File: src/rtl/soft_tbm_pkg.sv
// Shared definitions for the soft TBM trigger sequencer: event-word bit
// positions, sequencer state encoding and a small event-word helper.
package soft_tbm_pkg;

    localparam int EVT_SYN = 0;
    localparam int EVT_TRG = 1;
    localparam int EVT_RSR = 2;
    localparam int EVT_RST = 3;
    localparam int EVT_CAL = 4;
    localparam int EVT_W   = 5;

    localparam logic [3:0] ST_IDLE   = 4'd0;
    localparam logic [3:0] ST_RST    = 4'd1;
    localparam logic [3:0] ST_RSR    = 4'd2;
    localparam logic [3:0] ST_SETTLE = 4'd3;
    localparam logic [3:0] ST_SYNC   = 4'd4;
    localparam logic [3:0] ST_CAL    = 4'd5;
    localparam logic [3:0] ST_CALDLY = 4'd6;
    localparam logic [3:0] ST_TRG    = 4'd7;
    localparam logic [3:0] ST_GAP    = 4'd8;
    localparam logic [3:0] ST_FIN    = 4'd9;

    // Keeps only the lowest set bit so a host word can never break the one-hot rule.
    function automatic logic [EVT_W-1:0] lowest_bit(input logic [EVT_W-1:0] v);
        return v & (~v + 5'd1);
    endfunction

endpackage

File: src/rtl/soft_tbm_slot_timer.sv
// Loadable down-counter that advances once per non-stalled sync slot and
// flags zero; times the SETTLE, CALDLY and GAP idle stretches.
module soft_tbm_slot_timer #(
    parameter int W = 17
) (
    input  logic         clk_i,
    input  logic         rst_ni,
    input  logic         sync_i,
    input  logic         stall_i,
    input  logic         load_i,
    input  logic [W-1:0] load_val_i,
    output logic         zero_o
);

    logic [W-1:0] cnt_q;
    logic [W-1:0] cnt_d;

    always_comb begin
        cnt_d = cnt_q;
        if (load_i) begin
            cnt_d = load_val_i;
        end else if (cnt_q != '0) begin
            cnt_d = cnt_q - 1'b1;
        end
    end

    always_ff @(posedge clk_i or negedge rst_ni) begin
        if (!rst_ni) begin
            cnt_q <= '0;
        end else if (sync_i && !stall_i) begin
            cnt_q <= cnt_d;
        end
    end

    assign zero_o = (cnt_q == '0);

endmodule

File: src/rtl/soft_tbm_trigger_seq.sv
// Trigger scheduler for the soft TBM: reset preamble, then periodic cal/trg
// bursts with syncs, host events merged with priority. Optional random gap
// jitter is built when SOFT_TBM_TRGSEQ_RANDOM_GAP_EN is defined.
module soft_tbm_trigger_seq
    import soft_tbm_pkg::*;
#(
    parameter logic [7:0] SETTLE = 8'd32,
    parameter int         CW     = 16
) (
    input  logic          clk,
    input  logic          reset_n,
    input  logic          sync,
    input  logic          start,
    input  logic          stop,
    input  logic          cfg_rst,
    input  logic          cfg_rsr,
    input  logic          cfg_cal,
    input  logic [7:0]    cfg_cal_dly,
    input  logic [CW-1:0] cfg_period,
    input  logic [CW-1:0] cfg_count,
    input  logic [7:0]    cfg_syn_every,
`ifdef SOFT_TBM_TRGSEQ_RANDOM_GAP_EN
    input  logic [7:0]    cfg_jitter_mask,
`endif
    input  logic [4:0]    ext_evt,
    output logic [4:0]    evt,
    output logic          running,
    output logic          done,
    output logic [CW-1:0] trg_cnt
);

    localparam int TW = CW + 1;

    logic [3:0]    state_q, state_d;
    logic [4:0]    evt_q, evt_d;
    logic          running_q, running_d;
    logic          done_q, done_d;
    logic [CW-1:0] trg_cnt_q, trg_cnt_d;
    logic [7:0]    syn_cnt_q, syn_cnt_d;
    logic          stop_pend_q, stop_pend_d;

    logic          cfg_rst_q;
    logic          cfg_rsr_q;
    logic          cfg_cal_q;
    logic [7:0]    cfg_cal_dly_q;
    logic [CW-1:0] cfg_period_q;
    logic [CW-1:0] cfg_count_q;
    logic [7:0]    cfg_syn_every_q;

    logic          stall;
    logic          cfg_load;
    logic          syn_hit;
    logic [3:0]    eff_state;
    logic [CW-1:0] trg_inc;
    logic          run_over;
    logic [TW-1:0] gap_len;
    logic          tmr_load;
    logic [TW-1:0] tmr_val;
    logic          tmr_zero;

    assign stall    = (ext_evt != '0);
    assign cfg_load = !stall && (state_q == ST_IDLE) && start;
    assign trg_inc  = trg_cnt_q + 1'b1;
    assign run_over = ((cfg_count_q != '0) && (trg_inc == cfg_count_q))
                      || stop_pend_q || (stop && running_q);

    // syn_cnt_q tracks trg_cnt modulo cfg_syn_every without a divider.
    assign syn_hit = (cfg_syn_every_q != 8'd0) && (syn_cnt_q == 8'd0);

    // A SYNC slot with no syn to send collapses into the following state.
    always_comb begin
        eff_state = state_q;
        if (state_q == ST_SYNC && !syn_hit) begin
            eff_state = cfg_cal_q ? ST_CAL : ST_TRG;
        end
    end

`ifdef SOFT_TBM_TRGSEQ_RANDOM_GAP_EN
    logic [15:0] lfsr_q, lfsr_d;
    logic [7:0]  jit_mask_q;
    logic        trg_step;

    assign trg_step = !stall && (eff_state == ST_TRG);
    assign gap_len  = {1'b0, cfg_period_q} + TW'(lfsr_q[7:0] & jit_mask_q);

    always_comb begin
        lfsr_d = lfsr_q;
        if (trg_step) begin
            lfsr_d = {lfsr_q[14:0], lfsr_q[15] ^ lfsr_q[13] ^ lfsr_q[12] ^ lfsr_q[10]};
        end
    end

    always_ff @(posedge clk or negedge reset_n) begin
        if (!reset_n) begin
            lfsr_q     <= 16'hACE1;
            jit_mask_q <= '0;
        end else if (sync) begin
            lfsr_q <= lfsr_d;
            if (cfg_load) begin
                jit_mask_q <= cfg_jitter_mask;
            end
        end
    end
`else
    assign gap_len = {1'b0, cfg_period_q};
`endif

    always_comb begin
        state_d     = state_q;
        evt_d       = '0;
        done_d      = 1'b0;
        running_d   = running_q;
        trg_cnt_d   = trg_cnt_q;
        syn_cnt_d   = syn_cnt_q;
        stop_pend_d = stop_pend_q | (stop & running_q);
        tmr_load    = 1'b0;
        tmr_val     = '0;
        if (stall) begin
            evt_d = lowest_bit(ext_evt);
        end else begin
            case (eff_state)
                ST_IDLE: begin
                    if (start) begin
                        trg_cnt_d   = '0;
                        syn_cnt_d   = '0;
                        stop_pend_d = 1'b0;
                        running_d   = 1'b1;
                        if (cfg_rst) begin
                            state_d = ST_RST;
                        end else if (cfg_rsr) begin
                            state_d = ST_RSR;
                        end else begin
                            state_d = ST_SYNC;
                        end
                    end
                end
                ST_RST: begin
                    evt_d[EVT_RST] = 1'b1;
                    if (cfg_rsr_q) begin
                        state_d = ST_RSR;
                    end else begin
                        state_d  = (SETTLE == 8'd0) ? ST_SYNC : ST_SETTLE;
                        tmr_load = (SETTLE != 8'd0);
                        tmr_val  = TW'(SETTLE) - 1'b1;
                    end
                end
                ST_RSR: begin
                    evt_d[EVT_RSR] = 1'b1;
                    state_d  = (SETTLE == 8'd0) ? ST_SYNC : ST_SETTLE;
                    tmr_load = (SETTLE != 8'd0);
                    tmr_val  = TW'(SETTLE) - 1'b1;
                end
                ST_SETTLE: begin
                    if (tmr_zero) begin
                        state_d = ST_SYNC;
                    end
                end
                ST_SYNC: begin
                    evt_d[EVT_SYN] = 1'b1;
                    state_d = cfg_cal_q ? ST_CAL : ST_TRG;
                end
                ST_CAL: begin
                    evt_d[EVT_CAL] = 1'b1;
                    if (cfg_cal_dly_q == 8'd0) begin
                        state_d = ST_TRG;
                    end else begin
                        state_d  = ST_CALDLY;
                        tmr_load = 1'b1;
                        tmr_val  = TW'(cfg_cal_dly_q) - 1'b1;
                    end
                end
                ST_CALDLY: begin
                    if (tmr_zero) begin
                        state_d = ST_TRG;
                    end
                end
                ST_TRG: begin
                    evt_d[EVT_TRG] = 1'b1;
                    trg_cnt_d = trg_inc;
                    // Restart the modulo count on wrap so syn stays aligned to trg_cnt==0.
                    if (trg_inc == '0 || (syn_cnt_q + 8'd1) == cfg_syn_every_q) begin
                        syn_cnt_d = '0;
                    end else begin
                        syn_cnt_d = syn_cnt_q + 8'd1;
                    end
                    if (run_over) begin
                        state_d = ST_FIN;
                    end else if (gap_len == '0) begin
                        state_d = ST_SYNC;
                    end else begin
                        state_d  = ST_GAP;
                        tmr_load = 1'b1;
                        tmr_val  = gap_len - 1'b1;
                    end
                end
                ST_GAP: begin
                    if (tmr_zero) begin
                        state_d = ST_SYNC;
                    end
                end
                ST_FIN: begin
                    done_d      = 1'b1;
                    running_d   = 1'b0;
                    stop_pend_d = 1'b0;
                    state_d     = ST_IDLE;
                end
                default: begin
                    state_d = ST_IDLE;
                end
            endcase
        end
    end

    always_ff @(posedge clk or negedge reset_n) begin
        if (!reset_n) begin
            state_q     <= ST_IDLE;
            evt_q       <= '0;
            running_q   <= 1'b0;
            done_q      <= 1'b0;
            trg_cnt_q   <= '0;
            syn_cnt_q   <= '0;
            stop_pend_q <= 1'b0;
        end else if (sync) begin
            state_q     <= state_d;
            evt_q       <= evt_d;
            running_q   <= running_d;
            done_q      <= done_d;
            trg_cnt_q   <= trg_cnt_d;
            syn_cnt_q   <= syn_cnt_d;
            stop_pend_q <= stop_pend_d;
        end
    end

    // Run configuration is frozen at start so host writes mid-run have no effect.
    always_ff @(posedge clk or negedge reset_n) begin
        if (!reset_n) begin
            cfg_rst_q       <= 1'b0;
            cfg_rsr_q       <= 1'b0;
            cfg_cal_q       <= 1'b0;
            cfg_cal_dly_q   <= '0;
            cfg_period_q    <= '0;
            cfg_count_q     <= '0;
            cfg_syn_every_q <= '0;
        end else if (sync && cfg_load) begin
            cfg_rst_q       <= cfg_rst;
            cfg_rsr_q       <= cfg_rsr;
            cfg_cal_q       <= cfg_cal;
            cfg_cal_dly_q   <= cfg_cal_dly;
            cfg_period_q    <= cfg_period;
            cfg_count_q     <= cfg_count;
            cfg_syn_every_q <= cfg_syn_every;
        end
    end

    soft_tbm_slot_timer #(
        .W (TW)
    ) u_slot_timer (
        .clk_i      (clk),
        .rst_ni     (reset_n),
        .sync_i     (sync),
        .stall_i    (stall),
        .load_i     (tmr_load),
        .load_val_i (tmr_val),
        .zero_o     (tmr_zero)
    );

    assign evt     = evt_q;
    assign running = running_q;
    assign done    = done_q;
    assign trg_cnt = trg_cnt_q;

endmodule

File: config.mk
export PLATFORM = sky130hd
export DESIGN_NAME = soft_tbm_trigger_seq
export DESIGN_NICKNAME = d
export VERILOG_FILES = /design/src/rtl/soft_tbm_pkg.sv /design/src/rtl/soft_tbm_slot_timer.sv /design/src/rtl/soft_tbm_trigger_seq.sv
export SDC_FILE = /design/constraint.sdc
export NUM_CORES = 1
export LEC_CHECK = 0
export CAP_MARGIN = 20
export CORE_MARGIN = 3
export CORE_UTILIZATION = 45
export DETAILED_ROUTE_END_ITERATION = 7
export PLACE_DENSITY = 0.75
export SLEW_MARGIN = 10
export SYNTH_ARGS = -nofsm -noshare
export SYNTH_HDL_FRONTEND = slang
export SYNTH_SLANG_ARGS = --single-unit
File: constraint.sdc
create_clock -name clk -period 5.9 [get_ports clk]
set_clock_uncertainty 0.05 [all_clocks]
set_input_delay 0.885 -clock clk [delete_from_list [all_inputs] [get_ports clk]]
set_output_delay 0.885 -clock clk [all_outputs]
set_load 0.1 [all_outputs]
After elaboration in Yosys (flattened, before gate mapping)
Index checks and enable logic that the tools add are counted. W data, S select, Z words.

Output and inout port bits: 23. Input bits: 61. Register bits: 103.

Eq/ne operators: 15. Mux-type cells: 44. Reductions and logical operators: 32. Bitwise operators: 5. $add $sub $neg: 6.

Operators with widths (number): $mux W17 (6); $pmux W17 S4 (1); $logic_not A17 Y1 (2); $pmux W16 S2 (1); $pmux W4 S8 (1); $mux W4 (6); $eq A4 B3 Y1 const B (5); $mux W1 (17); $reduce_bool A17 Y1 (1); $sub A16 B1 Y17 const B (1); $sub A17 B1 Y17 const B (1); $add A16 B1 Y16 const B (1); $eq A16 B16 Y1 (1); $logic_not A16 Y1 (1); $logic_not A8 Y1 (2); $mux W16 (1); $mux W8 (2); $pmux W8 S2 (1); $reduce_bool A16 Y1 (1); $mux W5 (2); $sub A8 B1 Y9 const B (1); $add A8 B1 Y8 const B (1); $eq A4 B2 Y1 const B (2); $eq A4 B4 Y1 const B (2); other kinds (25) (42).

Longest topological paths before layout
Gate-level depths: netlist of the first run.

Word-level depth: 10. Gate-level depth with buffers: 11. Mapped depth without buffers: 10.

Modules after synthesis
Synthesis of the first run repeated with hierarchy kept, for this count alone.

Cell total of the unflattened synthesis: 827. Area total of the unflattened synthesis: 6754.0 um2.

Modules (own cells, without submodules): soft_tbm_trigger_seq (instances 1, sequential area each 2152.1 um2, cells each 675, area each 5497.8 um2); soft_tbm_slot_timer (instances 1, sequential area each 425.4 um2, cells each 152, area each 1256.2 um2).

Worst setup path before layout of the first run
No wires, ideal clock.

Path type: register -> register. From: register trg_cnt_q[0] (netlist: trg_cnt[0]). To: register u_slot_timer.cnt_q[7]. Library setup time: 0.124 ns. Buffers on the path: 1. Slack: 2.236 ns. Arrival time: 3.490 ns. Data required time: 5.726 ns. Cell stages (with the launch flop): 11. Path through: dfrtp_1 ha_1 nand2_1 or4_4 a311oi_2 nand4b_1 or4_1 buf_6 a21oi_4 nor3_1 a211o_1.

Word-level cells in the longest chain between the ends: 10.

RTL lines: from (decl) (RTL line soft_tbm_trigger_seq.sv:38) `logic [CW-1:0] trg_cnt_q, trg_cnt_d;`; from (signal assigned) (RTL line soft_tbm_trigger_seq.sv:228) `trg_cnt_q <= trg_cnt_d;`; $add A16 B1 Y16 (*) (RTL line soft_tbm_trigger_seq.sv:63) `assign trg_inc = trg_cnt_q + 1'b1;`; $eq A16 B16 Y1 (*) (RTL line soft_tbm_trigger_seq.sv:64) `assign run_over = ((cfg_count_q != '0) && (trg_inc == cfg_count_q))`; $logic_and A1 B1 Y1 (*) (RTL line soft_tbm_trigger_seq.sv:64); $logic_or A1 B1 Y1 (*) (2 in series) (RTL line soft_tbm_trigger_seq.sv:65) `|| stop_pend_q || (stop && running_q);`; $mux W1 (RTL line soft_tbm_trigger_seq.sv:186) `if (run_over) begin`; $pmux W1 S4 (RTL line soft_tbm_trigger_seq.sv:121) `case (eff_state)`; $mux W1 (RTL line soft_tbm_trigger_seq.sv:118) `if (stall) begin`; $reduce_bool A2 Y1 (no line); $reduce_and A2 Y1 (no line); to (signal assigned) (RTL line soft_tbm_slot_timer.sv:31) `cnt_q <= cnt_d;`; to (decl) (RTL line soft_tbm_slot_timer.sv:15) `logic [W-1:0] cnt_q;`.

Every way passes the cells marked *; elsewhere a longest branch is shown, timed or not. A chain may end at the register's enable or synchronous reset.

Worst setup path after layout of the first run
From: register trg_cnt_q[0] (netlist: trg_cnt[0]). To: register u_slot_timer.cnt_q[2].

The elaborated chain is that of the path after synthesis.

==> impl_metrics.ini, run 1 <==
[power_and_ir_drop]
cellPowerDensity_mw_per_mm2 = 224
cellLeakagePower_uw = 0.00323
ir_worst_vdd_mv = 0.203

[final_layout]
final_nets = 859
final_cell_area_mm2 = 0.00781
drive_above_1_share = 0.103
num_antenna_cells = 0
layoutNonFillerInstCount = 976
fin_util = 0.554
area_growth_syn_to_layout_pct = 18.6

[placement]
place.port_buffers = 83
dp_hpwl_mm = 12.7
placed_cell_area_mm2 = 0.00750
place_inst = 960
place.gp.congestion = 0.917

[global_route]
grt_usage = 0.222
antenna_found_initial = 1
grt_max_degree = 53
grt_pass1_wl_mm = 29.2
grt_pass1_vias = 5611
grt_overflow = 0

[cts]
clock_path_buffers = 2
htree_levels = 3
cts_repair_resize_count = 0
cts.hold.buffers_added = 0
cts_tree = done
clkTransAtPathRegs_ps = 70
cts_setup_buffers = 0
cts-root-buf = clkbuf_16
cts_buffers = 9
worstSkewPairLatency_ps = 360
cts_sinks = 103

[route]
wl_mm = 17.4
firstDrtPassIters = 5
ant_nets = 0
routedWlPerCell_um = 17.8
drcViolationCount = 0
viasPerCell = 6.02
drtIter0Drc = 485
vias = 5874

[synthesis]
yosys.area_share.simple = 0.223
syn-num-nets = 799
syn_area_per_cell_um2 = 9.01
yosys_most_used_dff = dfrtp_1
synthXorXnorAreaFrac = 0.0699
yosysSeqAreaShare = 0.391
synthArstFlopShare = 1.00
synth_top_family_by_area = simple AND/OR/NAND/NOR gates
synth_compound_area_frac = 0.181
synth.area.top_cells = dfrtp_1 (39%), mux2_2 (7.9%), xnor2_1 (4.3%), o21ai_0 (4.0%), nand2_1 (3.8%)
yosys.area_share.adder = 0.0133
synth_cells = 731
synthMuxAreaShare = 0.0802
synth_edf_count = 0
synth_area_mm2 = 0.00659
yosys.area.top_type = dfrtp_1
synth_warnings = 0
ys_ff_latch = 103
ys_types = 73
yosys.area.top_type_share = 0.391

[sta]
final_max_slew_viol_count = 0
period_share = 0.687
tightest_slew_ps = 978
hold_viol = 0
tns_ps = 0
maxSlewHeadroom = 0.346
rsz0062_at_grt = false
period_needed_ps = 4050
max_freq_ghz = 0.247
finalSetupViolations = 0

[setup_path]
critPathKind = reg -> reg
crit_chain = ha_1 > nand3_1 > nor4_1 > xnor2_1 > nand3_1 > or4_1 > nand3_1 > a2111oi_1 > a211oi_1
crit_arrival_ps = 4190
crit_path_start_kind = flop
critPathCaptureType = flop
cp_max_fo = 13
required_ps = 6040
rrSetupSlack_ps = 1850
cpMostUsedCell = nand3_1
max_stage_delay_ps = 890
cp_slowest_cell = a2111oi_1

[die]
die_h_um = 127
rows = 43
chipWidth_um = 127
coreArea_mm2 = 0.0141
start_util = 0.467
dieArea_mm2 = 0.0161
io_pins = 84

[min_path]
holdCritPathClass = reg -> reg

[outcome]
status = complete, no violations

[job]
maxCapViolations = 0
## Yosys cell counts, types with 3 or more instances
cell type and instances:
or3_1 12, o41ai_1 4, and4_1 5, o2111ai_1 3
xor2_1 18, a2bb2oi_1 3, clkbuf_1 25, nor2b_1 4
buf_2 5, nand4_1 9, o21ai_1 4, o211ai_1 10
inv_1 22, o22ai_1 5, nand2_1 67, and3_1 9
nor3_1 29, buf_1 3, a21oi_1 35, nor2_1 58
a31oi_1 6, and2_1 7, xnor2_1 32, a211o_1 5
ha_1 7, mux2_2 46, o21a_1 4, nor3b_1 6
nand2b_1 5, nand3_1 27, nor4_1 19, nor4b_1 3
dfrtp_1 103, o21ai_0 52, a21o_1 7, a211oi_1 5
o31ai_1 10, or4_1 8, o32a_1 3, buf_4 4
## area by class of cell
class,instances,area (µm²)
fillers,1317,6290
multi-input cells,566,3740
flip-flops and latches,103,2580
repair buffers,89,873
clock buffers,10,229
well taps,180,225
inverters,22,82.6
clock inverters,6,76.3
## where the power goes
group / switching, µW / leakage, µW / internal, µW
logic: 205 / 0.00172 / 140
clock network: 284 / 0.000143 / 336
registers: 49.9 / 0.00136 / 737
## logic make-up (layout without fill, tap and decap cells)
group                    after synthesis  in the layout
AND/OR/NAND/NOR                      281            281
adder cells (fa/ha/maj)                7              7
XOR/XNOR                              51             51
multiplexers                          47             47
AO/OA/AOI/OAI                        180            180
buffers and inverters                 62            127
flip-flops                           103            103
## through the flow
stage | hold slack [ps] | power (µW) | worst slack, ps
after detailed placement | 426 | 1140 | 1750
final | 438 | 1750 | 1850
after floorplan | 402 | 1020 | 2240
after global routing | 470 | 1840 | 1630
after global placement | 420 | 1140 | 1770
after CTS | 442 | 1760 | 1920
## flip-flops by register name (all words and copies together), names as in the netlist, 4 cells and up
name                flops
u_slot_timer.cnt_q     17
cfg_count_q            16
cfg_period_q           16
trg_cnt                16
cfg_cal_dly_q           8
cfg_syn_every_q         8
syn_cnt_q               8
evt                     5
state_q                 4
## layer usage
layer  GRT usage  vias up  wire length, µm
met1       0.324     2850             8110
met3      0.0615       23             1280
met4      0.0498        2              199
met2       0.331      184             7810
met5           0        -                7
li1            -     2815                -
## worst max-delay path, delay by kind of cell, from the launching register on
family | cells | cell delay (ps)
and+or+nand+nor | 5 | 1690
AOI/OAI and AO/OA | 2 | 1090
DFF | 1 | 550
adders and majority gates | 1 | 360
xor gates and xnor gates | 1 | 140
## layout by cell type, fill, tap and decap left out, drive strengths merged, types with 4 or more instances in the layout
cell type and n:
or3 12, nor3b 6, o21a 4, a31oi 6, or4 9, dfrtp 103
xor2 18, clkdlybuf4s50 82, nand2b 5, o22ai 5, o41ai 4, a211oi 6
clkbuf 10, and3 9, and2 8, nor2b 4, inv 24, mux2 46
and4 5, xnor2 32, buf 7, a211o 5, o21ai 56, nand2 67
nand4 12, a21o 7, nand3 27, a21oi 37, o31ai 10, ha 7
nor4 19, nor3 30, nor2 58, o211ai 10
## final timing paths
check                                            from                      to  cells past startpoint
worst max-delay path                       trg_cnt[0]   u_slot_timer.cnt_q[2]                      9
worst min-delay path            u_slot_timer.cnt_q[7]   u_slot_timer.cnt_q[7]                      1
worst max register to register             trg_cnt[0]   u_slot_timer.cnt_q[2]                      9
worst min register to register  u_slot_timer.cnt_q[7]   u_slot_timer.cnt_q[7]                      1
max in group asynchronous                     reset_n      cfg_syn_every_q[5]                      2
min in group asynchronous                     reset_n  u_slot_timer.cnt_q[10]                      1
No activity file was read; power rests on OpenSTA's default activity.
==> run 2, diff against run 1 <==
Clock period 5.9 ns to 4.05 ns, I/O delays scaled along.
==> impl_metrics.ini, run 2 (same netlist as run 1, synthesis figures left out) <==
[route]
routedWlPerCell_um = 17.3
firstDrtPassIters = 6
vias = 5906
drcViolationCount = 0
viasPerCell = 5.98
ant_nets = 0
drtIter0Drc = 419
wl_mm = 17.1

[placement]
place.gp.congestion = 0.980
place.port_buffers = 83
placed_cell_area_mm2 = 0.00760
place_inst = 971
dp_hpwl_mm = 12.6

[global_route]
grt_max_degree = 64
antenna_found_initial = 2
grt_pass1_vias = 5544
grt_pass1_wl_mm = 28.4
grt_usage = 0.218
grt_overflow = 0

[die]
io_pins = 84
chipWidth_um = 127
rows = 43
start_util = 0.467
dieArea_mm2 = 0.0161
coreArea_mm2 = 0.0141
die_h_um = 127

[power_and_ir_drop]
ir_worst_vdd_mv = 0.271
cellLeakagePower_uw = 0.00330
totalPowerFinal_uw = 2580
cellPowerDensity_mw_per_mm2 = 326

[final_layout]
layoutNonFillerInstCount = 987
final_cell_area_mm2 = 0.00791
area_growth_syn_to_layout_pct = 20.1
drive_above_1_share = 0.116
mostFrequentLayoutCell = dfrtp_1
fillCellCount = 1296
largest_reg_flops = 17
top_register = u_slot_timer.cnt_q
layout_common_cells = dfrtp_1 (103), clkdlybuf4s50_1 (82), nand2_1 (67)
final_nets = 870
num_antenna_cells = 0

[min_path]
holdCritPathClass = in -> async

[sta]
max_freq_ghz = 0.282
tightest_slew_ps = 997
finalSetupViolations = 0
tns_ps = 0
maxSlewHeadroom = 0.333
hold_viol = 0
period_share = 0.874
period_needed_ps = 3540
rsz0062_at_grt = false
final_max_slew_viol_count = 0

[setup_path]
rrSetupSlack_ps = 510
max_stage_delay_ps = 730
timing.rr.start = trg_cnt[0]
critPathKind = reg -> reg
critPathCaptureType = flop
required_ps = 4250
cp_max_fo = 9
r2r_cells = 9
crit_chain = ha_1 > nand3_1 > or3_1 > a311oi_1 > nand4_1 > or4_1 > a21oi_4 > nor3_1 > a211o_1
crit_path_start_kind = flop
worstReg2RegEnd = u_slot_timer.cnt_q[6]
crit_arrival_ps = 3740
cp_slowest_cell = or4_1

[cts]
clkTransAtPathRegs_ps = 80
cts_repair_resize_count = 0
htree_levels = 3
cts_tree = done
worstSkewPairLatency_ps = 370
cts_buffers = 9
cts_setup_buffers = 0
clock_path_buffers = 2
cts_sinks = 103
cts-root-buf = clkbuf_16
cts.hold.buffers_added = 0

[outcome]
status = complete, no violations

[job]
maxCapViolations = 0
## run 2: per-stage QoR
step / setup WS [ps] / util / hold WS (ps)
2_1_floorplan: 386 / - / 262
3_3_place_gp: 548 / 0.539 / 422
3_5_place_dp: 483 / 0.539 / 428
4_1_cts: 543 / 0.561 / 317
5_1_grt: 254 / 0.561 / 349
6_report: 508 / 0.561 / 287
## run 2: area by class of cell
cell class | instances | area, µm² | share of cell area
repair buffers | 100 | 968 | 0.122
clock inverters | 6 | 73.8 | 0.00933
multi-input cells | 566 | 3740 | 0.473
inverters | 22 | 82.6 | 0.0104
clock buffers | 10 | 239 | 0.0302
flip-flops and latches | 103 | 2580 | 0.326
well taps | 180 | 225 | 0.0285
## run 2: how the worst max path moves through the flow
| stage | from | endpoint | slack (ps) | cells after the start |
|---|---|---|---|---|
| floorplan | trg_cnt[0] | u_slot_timer.cnt_q[7] | 390 | 10 |
| finish | trg_cnt[0] | u_slot_timer.cnt_q[6] | 510 | 9 |
| detailed placement | ext_evt[1] | u_slot_timer.cnt_q[6] | 480 | 8 |
| CTS | trg_cnt[0] | u_slot_timer.cnt_q[6] | 540 | 9 |
| global route | trg_cnt[0] | u_slot_timer.cnt_q[6] | 250 | 10 |
| global placement | ext_evt[1] | u_slot_timer.cnt_q[6] | 550 | 8 |
## run 2: worst max-delay path: cells and delay by family (launching register included)
family	cells	cell delay, ps
compound gates	3	890
fa+ha+maj	1	320
flops	1	490
simple gates	5	1660
## run 2: where the power goes
group          internal, µW  leakage, µW  switching [µW]  total, µW
Clock                   506     0.000153             415        922
Sequential             1070      0.00136            69.3       1140
Combinational           212      0.00178             304        516
## run 2: per-layer routing
layer  track usage  vias up  part of all wire
li1              -     2846                 -
met1         0.311     2792              0.47
met2         0.327      236              0.44
met3        0.0531       28             0.075
met4        0.0707        4             0.017
met5             0        -            0.0016
